## config.mk

```make
export PLATFORM = sky130hd
export DESIGN_NAME = cnn_mac_pipe_sat
export DESIGN_NICKNAME = d
export VERILOG_FILES = /design/src/rtl/cnn_mac_pipe_sat.sv
export SDC_FILE = /design/constraint.sdc
export NUM_CORES = 1
export LEC_CHECK = 0
export BUFFER_PORTS_ARGS = -buffer_cell sky130_fd_sc_hd__buf_2
export CAP_MARGIN = 10
export CORE_MARGIN = 3
export CORE_UTILIZATION = 25
export DETAILED_ROUTE_END_ITERATION = 10
export GPL_TIMING_DRIVEN = 0
export SYNTH_ARGS = -nofsm -noshare
export SYNTH_HDL_FRONTEND = slang
export SYNTH_SLANG_ARGS = --single-unit
```

## constraint.sdc

```tcl
create_clock -name ap_clk -period 6.4 [get_ports ap_clk]
set_input_delay 0 -clock ap_clk [delete_from_list [all_inputs] [get_ports ap_clk]]
set_output_delay 0 -clock ap_clk [all_outputs]
set_load 0.01 [all_outputs]
```

## src/rtl/cnn_mac_pipe_sat.sv

```systemverilog
// Pipelined signed MAC: registered product pipeline, last-framed accumulation,
// round-half-up requantisation and saturation to the output width.
module cnn_mac_pipe_sat #(
  parameter int DIN0_WIDTH = 9,
  parameter int DIN1_WIDTH = 14,
  parameter int MUL_STAGES = 2,
  parameter int ACC_WIDTH  = 32,
  parameter int FRAC_SHIFT = 8,
  parameter int DOUT_WIDTH = 14
) (
  input  logic                  ap_clk,
  input  logic                  ap_rst,
  input  logic                  ce,
  input  logic                  in_valid,
  input  logic                  in_last,
  input  logic [DIN0_WIDTH-1:0] din0,
  input  logic [DIN1_WIDTH-1:0] din1,
  output logic [DOUT_WIDTH-1:0] dout,
  output logic                  dout_valid,
  output logic                  sat_flag
);
  localparam int PW = DIN0_WIDTH + DIN1_WIDTH;
  localparam logic signed [ACC_WIDTH:0] RND  = ((ACC_WIDTH+1)'(1) << FRAC_SHIFT) >> 1;
  localparam logic signed [ACC_WIDTH:0] DMAX = (ACC_WIDTH+1)'((64'sd1 <<< (DOUT_WIDTH-1)) - 64'sd1);
  localparam logic signed [ACC_WIDTH:0] DMIN = -DMAX - (ACC_WIDTH+1)'(1);

  logic signed [DIN0_WIDTH-1:0] a;
  logic signed [DIN1_WIDTH-1:0] b;
  logic signed [PW-1:0]         prod;
  assign a    = din0;
  assign b    = din1;
  assign prod = PW'(a) * PW'(b);

  logic signed [PW-1:0]  p_pipe [MUL_STAGES];
  logic [MUL_STAGES-1:0] vld_pipe, lst_pipe;

  // Product, valid and last move as one bundle; bubbles just carry vld=0.
  always_ff @(posedge ap_clk) begin
    if (ap_rst) begin
      vld_pipe <= '0;
      lst_pipe <= '0;
    end else if (ce) begin
      vld_pipe[0] <= in_valid;
      lst_pipe[0] <= in_last;
      p_pipe[0]   <= prod;
      for (int i = 1; i < MUL_STAGES; i++) begin
        vld_pipe[i] <= vld_pipe[i-1];
        lst_pipe[i] <= lst_pipe[i-1];
        p_pipe[i]   <= p_pipe[i-1];
      end
    end
  end

  logic                         acc_empty;
  logic signed [ACC_WIDTH-1:0]  acc, pe, sum;
  logic signed [ACC_WIDTH:0]    rnd_sum, r;
  logic                         sat_hi, sat_lo;
  logic [DOUT_WIDTH-1:0]        dnext;

  // Rounding add is one bit wider than the accumulator so it cannot wrap.
  always_comb begin
    pe      = ACC_WIDTH'(p_pipe[MUL_STAGES-1]);
    sum     = acc_empty ? pe : acc + pe;
    rnd_sum = (ACC_WIDTH+1)'(sum) + RND;
    r       = rnd_sum >>> FRAC_SHIFT;
    sat_hi  = r > DMAX;
    sat_lo  = r < DMIN;
    dnext   = r[DOUT_WIDTH-1:0];
    if (sat_hi) dnext = DMAX[DOUT_WIDTH-1:0];
    if (sat_lo) dnext = DMIN[DOUT_WIDTH-1:0];
  end

  always_ff @(posedge ap_clk) begin
    if (ap_rst) begin
      acc_empty  <= 1'b1;
      acc        <= '0;
      dout       <= '0;
      dout_valid <= 1'b0;
      sat_flag   <= 1'b0;
    end else if (ce) begin
      dout_valid <= 1'b0;
      if (vld_pipe[MUL_STAGES-1]) begin
        if (lst_pipe[MUL_STAGES-1]) begin
          dout       <= dnext;
          dout_valid <= 1'b1;
          sat_flag   <= sat_hi | sat_lo;
          acc_empty  <= 1'b1;
        end else begin
          acc       <= sum;
          acc_empty <= 1'b0;
        end
      end
    end
  end
endmodule

```

# == Word level (Yosys, flattened, before mapping) ==
# Memories as Yosys holds them, arrays and structs flattened.
# Cells that the tools add are included.
# totals
register_bits,53
memories,1
input_bits,28
wordCells,26
output_inout_bits,16
ram_bits,46
# memory_table
memory,words,word_bits,read_ports,rd_clocked_by_memory_dff,wr,line,rtl
p_pipe,2,23,2,0,2,34,logic signed [PW-1:0] p_pipe [MUL_STAGES];
# classes
reduce_logical,3
add_sub_neg,2
n_mux,8
bitwise,2
order_cmp,2
mul,1
# op_table
operator,count
$add 32x9->33 const B,1
$add 32x23->32,1
$mux 32,1
$mux 14,2
$gt 25x14->1 const B,1
$lt 25x14->1 const B,1
$mul 9x14->23,1
$reduce_and 3->1,2
$mux 1,5
$reduce_and 2->1,1
$not 1->1,1
$or 1x1->1,1

# == Longest topological paths before layout ==
# Gate-level depths: netlist of the first run.
# logic_depth
word_depth,6
depth_mapped,26
ltp_nobuf,25

# == Worst setup path after synthesis of the first run ==
# Ideal clock, no wire load.
# synth_timing
path_type,in2reg
startpoint,in din0[8]
endpoint,"mem p_pipe[0][22] in the netlist's numbering, data pin"
setup_ns,0.268
stages,21
arrival_ns,4.866
path_slack_ns,1.267
cell_sequence,clkbuf_1 nand2b_1 fa_1 fa_1 inv_1 fa_1 fa_1 fa_1 ha_1 inv_1 o21bai_1 a21oi_1 o21bai_1 a21oi_1 o21ai_0 a21oi_1 o21ai_0 nand4_1 nand3_1 o41ai_1 xnor2_1
# synth_rtl
element,line,rtl
start: declaration,16,"input logic [DIN0_WIDTH-1:0] din0,"
end: declaration,34,

==> results.md, run 1 <==
* Area growth syn-to-layout at 11.45%
* Die X at between 200 and 250 µm
* Total track usage at 12.93%
* Finished Layout Cells at ~1900
* Worst EP arrival at roughly 6.4 ns
* Number of antenna violations at the first check in global routing at 0
* Fmax at 0.1647 GHz
* Combinational power share at 59.8%
* NumNets Final at approximately 1500
* Overflow after GRT at 0
* Number of global-route vias before repair at 8949
* Clock sinks at 99
* Asr flop ratio synth at 0%
* Syn_area_per_cell at 8.813 µm²
* Max H-tree Level at 3
* PortBufs at 34
* # IOs at 44
* Core area at about 0.042 mm²
* Max Cap Violations at 0
* Clk_skew at between 0.015 and 0.02 ns
* Most common cell after layout, fill and taps aside: nand2_1
* Dpl hpwl at ~24 mm
* YS warnings at 0
* Max FO, Critical Path at 10
* Remaining antenna violation count after routing at 0
* Netlist area before placement at about 0.011 mm²
* Worst Path Required at 6.69 ns
* TritonCTS clock tree: yes
* Clock power frac at 15.3%
* DR pass1 iterations at 6
* Clk Latency, worst-skew pair at 0.37 ns
* Crit Path Category: register to register
* Syn nets at approximately 1400
* RSZ-0062 raised after global routing: false
* Global-route wire length before repair at slightly below 50 mm
* DIE HEIGHT at 214.3 µm
* Yosys reg bits at 99
* Die ar. at 0.04593 mm²
* Worst Tran Pin Value at 1.233 ns
* Final number of setup-violating endpoints at 0
* Outcome: completed
* Clock Pin Slew Worst Setup and Hold Paths at ~0.08 ns
* Top FF cell, synth: dfxtp_1
* Final WL at 29.63 mm
* Antenna cells at 0
* Slew headroom at 17.23%
* DRC Markers at 0
* Crit path capture type: register
* Root buffer cell: clkbuf_16
* Minimum clock period at 6.073 ns
* Fraction of layout cells with a size suffix above 1 at 7.950%
* Cell Rows at 75
* Post-synthesis cell count at 1231
* Max clock buf depth at 2
* Via Count at 9077
* Sequential share of the synthesized area at 22.51%
* TritonCTS Buffers at 9
* Sw frac at 42.35%
* Final Hold Fails at 0
* Initial Utilization at 25.58%
* Tcrit/Tclk final at 94.90%
* Max VDD drop at 171.2 µV
* Part of the power in registers at 24.9%
* Synth cell types at approximately 80
* Net Sw Power at 1576 µW
* HP Class: primary input to register
* CP Launch Type: register
* WL/cell at 15.93 µm
* Postcts setup bufs at 0
* P per Cell Area at between 300 and 400 mW/mm²
* Initial DRC Count at around 650
* Pins Over Slew Limit at 0
* Inst Count DP at about 1800
* Largest net degree at the start of global routing at 32
* Most frequent cells in the layout: nand2_1, inv_1, fa_1
* Post-synth EDFFs at 46
* GPL Wtd Cong at about 1.0
* DR vias/cell at 4.880
* Pint at 2145 µW
* Post-Route Setup TNS at 0 ns
* Static leakage at slightly above 0.005 µW
-- path summary, 6_finish.rpt --
path	startpoint	end	slack [ns]	depth (start not counted)
max reg2reg	p_pipe[0][23]	dout[2]	0.33	20
min	din1[0]	p_pipe[0][0]	0.09	2
max	p_pipe[0][23]	dout[2]	0.33	20
min reg2reg	p_pipe[0][17]	p_pipe[0][40]	0.42	0
-- cells in the mapped netlist, types with 3 or more instances --
master | n | area, µm²
nand2_1 | 162 | 608.1
inv_1 | 117 | 439.2
fa_1 | 106 | 2122
nor2_1 | 96 | 360.4
ha_1 | 80 | 1001
a21oi_1 | 64 | 320.3
and2_1 | 58 | 362.9
dfxtp_1 | 53 | 1061
xnor2_1 | 48 | 420.4
edfxtp_1 | 46 | 1381
clkbuf_1 | 38 | 142.6
nor3_1 | 26 | 130.1
o21ai_0 | 26 | 130.1
nand3_1 | 24 | 120.1
a21o_1 | 21 | 157.7
nand2b_1 | 18 | 112.6
a211oi_1 | 15 | 112.6
o211ai_1 | 13 | 97.59
o21a_1 | 11 | 82.58
o21ai_2 | 11 | 96.34
a311oi_1 | 10 | 87.58
buf_2 | 10 | 50.05
mux2i_1 | 10 | 100.1
nand4_1 | 10 | 62.56
nor2b_1 | 10 | 62.56
a31oi_1 | 9 | 56.30
o21bai_1 | 9 | 67.56
xor2_1 | 9 | 78.83
and3_1 | 8 | 50.05
and4_1 | 7 | 61.31
or3_1 | 6 | 37.54
buf_1 | 5 | 18.77
mux2_2 | 5 | 56.30
o2111ai_1 | 5 | 43.79
o21ai_1 | 5 | 25.02
a211o_1 | 4 | 35.03
a221oi_1 | 4 | 35.03
nor4_1 | 4 | 25.02
or2_2 | 4 | 25.02
nor3b_1 | 3 | 22.52
nor4b_1 | 3 | 26.28
o221a_2 | 3 | 33.78
o31a_1 | 3 | 26.28
o41ai_1 | 3 | 26.28
or4_1 | 3 | 22.52
-- routing by layer --
metal	track usage, %	share of wire, %
met4	3.970	2.0
met3	2.069	7.0
met5	0	0
met2	20.57	45
met1	18.06	46
-- sequential cells by signal, indices dropped and copies added (netlist names) --
| signal | cells |
|---|---|
| p_pipe | 46 |
| sat_flag | 1 |
| dout | 14 |
| lst_pipe | 2 |
| dout_valid | 1 |
| acc_empty | 1 |
| vld_pipe | 2 |
| acc | 32 |
-- layout make-up --
| type | instances | area (µm²) |
|---|---|---|
| sequential | 99 | 2442 |
| timing repair buffer | 37 | 210.2 |
| tap | 577 | 721.9 |
| multi-input combinational | 958 | 7729 |
| clock buffer | 9 | 225.2 |
| fill | 4568 | 30320 |
| buffer | 56 | 244.0 |
| inverter | 117 | 439.2 |
| clock inverter | 7 | 80.08 |
-- worst max-delay path: stages (launching register included) --
cell	delay, ns
edfxtp_1	0.44
ha_1	0.26
fa_1	0.43
a211o_1	0.33
a211o_1	0.36
nand2_1	0.28
mux2i_1	0.17
o21a_1	0.16
ha_1	0.24
nor3b_1	0.16
and3_1	0.21
nor3_1	0.76
and4b_1	0.33
o2111a_1	0.20
nor3_1	0.05
or4_1	0.54
nor4b_2	0.31
a32oi_1	0.19
or2_4	0.28
buf_6	0.15
o21ai_2	0.13
-- per-stage QoR --
step | worst slack, ns | cell area, µm² | power [µW] | utilization (%) | hold WS (ns)
after floorplan | 1.267 | 10850 | 2699 | - | 0.1472
after global placement | 0.4044 | 11740 | 3090 | 27.68 | 0.2389
after detailed placement | 0.4036 | 11770 | 3154 | 27.75 | 0.2439
after CTS | 0.3400 | 12090 | 3761 | 28.51 | 0.07093
after global routing | 0.001493 | 12090 | 4119 | 28.51 | 0.09623
final | 0.3266 | 12090 | 3720 | 28.51 | 0.09023
-- what timing repair did --
item	in CTS	in global routing
endpoints found under the hold margin	2	0
resized for setup	0	2
setup endpoints to repair	0	14
hold buffers	2	0
-- logic make-up (layout without fill, tap and decap cells) --
kind of cell	after synthesis	count (layout)	share of synthesized area, %
and+or+nand+nor	456	456	20.54
buffers and inverters	174	226	6.320
adders and majority gates	186	186	28.79
muxes	15	15	1.442
xor gates and xnor gates	57	57	4.602
DFF	99	99	22.51
AOI/OAI and AO/OA	244	244	15.80
-- power by group through the flow --
stage | Sequential (µW) | Combinational (µW) | Clock (µW)
2_1_floorplan | 922 | 1780 | 0
3_3_place_gp | 936 | 2150 | 0
3_5_place_dp | 940 | 2210 | 0
4_1_cts | 926 | 2250 | 589
5_1_grt | 934 | 2570 | 611
6_report | 926 | 2220 | 570
Power figures use the tool's default switching activity.
==> run 2: changes to the inputs <==
==> constraint.sdc (replaced) <==
create_clock -name ap_clk -period 6.8 [get_ports ap_clk]
set_input_delay 0 -clock ap_clk [delete_from_list [all_inputs] [get_ports ap_clk]]
set_output_delay 0 -clock ap_clk [all_outputs]
set_load 0.01 [all_outputs]
==> results.md, run 2 (same netlist as run 1, synthesis figures left out) <==
* Outcome: completed
* Max VDD drop at 161.2 µV (-5.8%)
* Area growth syn-to-layout at 11.48% (about the same)
* Most frequent cells in the layout: nand2_1, inv_1, fa_1
* GPL Wtd Cong at 1.002 (unchanged)
* Crit Path Category: register to register
* Clock Pin Slew Worst Setup and Hold Paths at 0.08 ns (about the same)
* Largest net degree at the start of global routing at 32 (unchanged)
* Final WL at 29.71 mm (+0.27%)
* Total track usage at 12.93% (unchanged)
* Worst Tran Pin Value at 1.180 ns (-0.05357 ns)
* Inst Count DP at 1843 (unchanged)
* Max FO, Critical Path at 10 (unchanged)
* Finished Layout Cells at 1861 (+0.054%)
* Slew headroom at 20.82% (+3.6 points)
* Part of the power in registers at 24.9% (about the same)
* Pins Over Slew Limit at 0 (unchanged)
* WL/cell at 15.97 µm (+0.22%)
* Pint at 2019 µW (-5.9%)
* Global-route wire length before repair at 48.18 mm (unchanged)
* Fin area at 0.01209 mm² (about the same)
* Die X at 214.3 µm (unchanged)
* Number of global-route vias before repair at 8949 (unchanged)
* P per Cell Area at 289.6 mW/mm² (-5.9%)
* Antenna cells at 0 (unchanged)
* RSZ-0062 raised after global routing: false
* Clk Latency, worst-skew pair at 0.37 ns (about the same)
* CP Launch Type: register
* Clock power frac at 15.4% (about the same)
* Root buffer cell: clkbuf_16
* DRC Markers at 0 (unchanged)
* Number of flip-flops in the largest register at 46 (unchanged)
* Max Cap Violations at 0 (unchanged)
* Fraction of layout cells with a size suffix above 1 at 7.866% (-0.084 points)
* Core area at 0.04242 mm² (unchanged)
* Clock sinks at 99 (unchanged)
* Overflow after GRT at 0 (unchanged)
* Placed inst area at 0.01177 mm² (unchanged)
* Max H-tree Level at 3 (unchanged)
* Remaining antenna violation count after routing at 0 (unchanged)
* Post-Route Setup TNS at 0 ns (unchanged)
* Fmax at 0.1607 GHz (-2.4%)
* DIE HEIGHT at 214.3 µm (unchanged)
* HP Class: primary input to register
* # IOs at 44 (unchanged)
* TritonCTS Buffers at 9 (unchanged)
* Worst EP arrival at 6.45 ns (+0.08 ns)
* Dpl hpwl at 23.65 mm (unchanged)
* Sw frac at 42.36% (about the same)
* Largest registers: p_pipe x46, acc x32, dout x14
* TritonCTS clock tree: yes
* Via Count at 9073 (-0.044%)
* Largest reg by FF count: p_pipe
* Final Hold Fails at 0 (unchanged)
* Worst Path Required at 7.03 ns (+0.34 ns)
* Most common cell after layout, fill and taps aside: nand2_1
* Initial Utilization at 25.58% (unchanged)
* Number of antenna violations at the first check in global routing at 0 (unchanged)
* DR pass1 iterations at 5 (-1)
* DR vias/cell at 4.875 (about the same)
* Net Sw Power at 1483 µW (-5.9%)
* Die ar. at 0.04593 mm² (unchanged)
* Final number of setup-violating endpoints at 0 (unchanged)
* Tcrit/Tclk final at 91.54% (-3.4 points)
* Max clock buf depth at 2 (unchanged)
* NumNets Final at 1493 (+0.067%)
* PortBufs at 34 (unchanged)
* Crit path capture type: register
* Static leakage at 0.005141 µW (about the same)
* Initial DRC Count at 655 (+0.92%)
* Combinational power share at 59.7% (about the same)
* Cell Rows at 75 (unchanged)
* Minimum clock period at 6.224 ns (+0.1510 ns)
* Clk_skew at 0.01776 ns (-0.001036 ns)
## run 2: cell count changes in the layout (fill, tap and decap cells not counted)
cell	change
clkbuf_1	+2
clkbuf_2	-1
## run 2: per-layer routing
| layer | global-route usage (%) | vias up | share of wire, % |
|---|---|---|---|
| li1 | - | 4331 | - |
| met4 | 3.970 | 0 | 2.2 |
| met1 | 18.06 | 4391 | 46 |
| met5 | 0 | - | 0 |
| met3 | 2.069 | 51 | 6.3 |
| met2 | 20.57 | 300 | 45 |
## run 2: power by group through the flow
stage          registers (µW)  logic [µW]  clock network [µW]
3_5_place_dp              884        2080                   0
6_report                  872        2090                 538
5_1_grt                   879        2420                 575
2_1_floorplan             867        1670                   0
3_3_place_gp              881        2030                   0
4_1_cts                   871        2110                 554
## run 2: final timing paths
check / slack (ns) / to / cells after the start / from
max: 0.58 / sat_flag / 18 / acc_empty
min: 0.1 / p_pipe[0][0] / 2 / din1[0]
max reg2reg: 0.58 / sat_flag / 18 / acc_empty
min reg2reg: 0.42 / p_pipe[0][40] / 0 / p_pipe[0][17]
## run 2: area by class of cell
type                            instances  area (µm²)
Multi-Input combinational cell        958        7729
Sequential cell                        99        2442
Fill cell                            4567       30320
Buffer                                 57       246.5
Clock inverter                          7       80.08
Clock buffer                            9       225.2
Inverter                              117       439.2
Timing Repair Buffer                   37       210.2
Tap cell                              577       721.9
## run 2: metrics by stage
stage | utilization [%] | worst slack, ns | hold slack (ns) | total power, µW
2_1_floorplan | - | 1.667 | 0.1472 | 2541
3_3_place_gp | 27.68 | 0.8044 | 0.2389 | 2908
3_5_place_dp | 27.75 | 0.8036 | 0.2439 | 2968
4_1_cts | 28.51 | 0.7400 | 0.07093 | 3540
5_1_grt | 28.51 | 0.1598 | 0.09623 | 3877
6_report | 28.51 | 0.5756 | 0.09547 | 3502
## run 2: what timing repair did
item | CTS | global route
hold endpoints to repair | 2 | 0
gates resized for setup | 0 | 0
hold buffers | 2 | 0
setup buffers | 0 | 0
## run 2: critical path, stage by stage (launching register included)
cell and delay [ns]:
dfxtp_1 0.40, inv_1 0.20, clkbuf_1 0.48, buf_1 0.51
buf_1 0.49, clkbuf_1 0.58, o21a_1 0.25, ha_1 0.21
nor3b_1 0.28, and3_1 0.21, nor3_1 0.14, or4_1 0.54
nor3_1 0.26, mux2_2 0.36, nor4_1 0.53, a41oi_4 0.24
buf_6 0.20, nor2_1 0.12, nor3_2 0.06
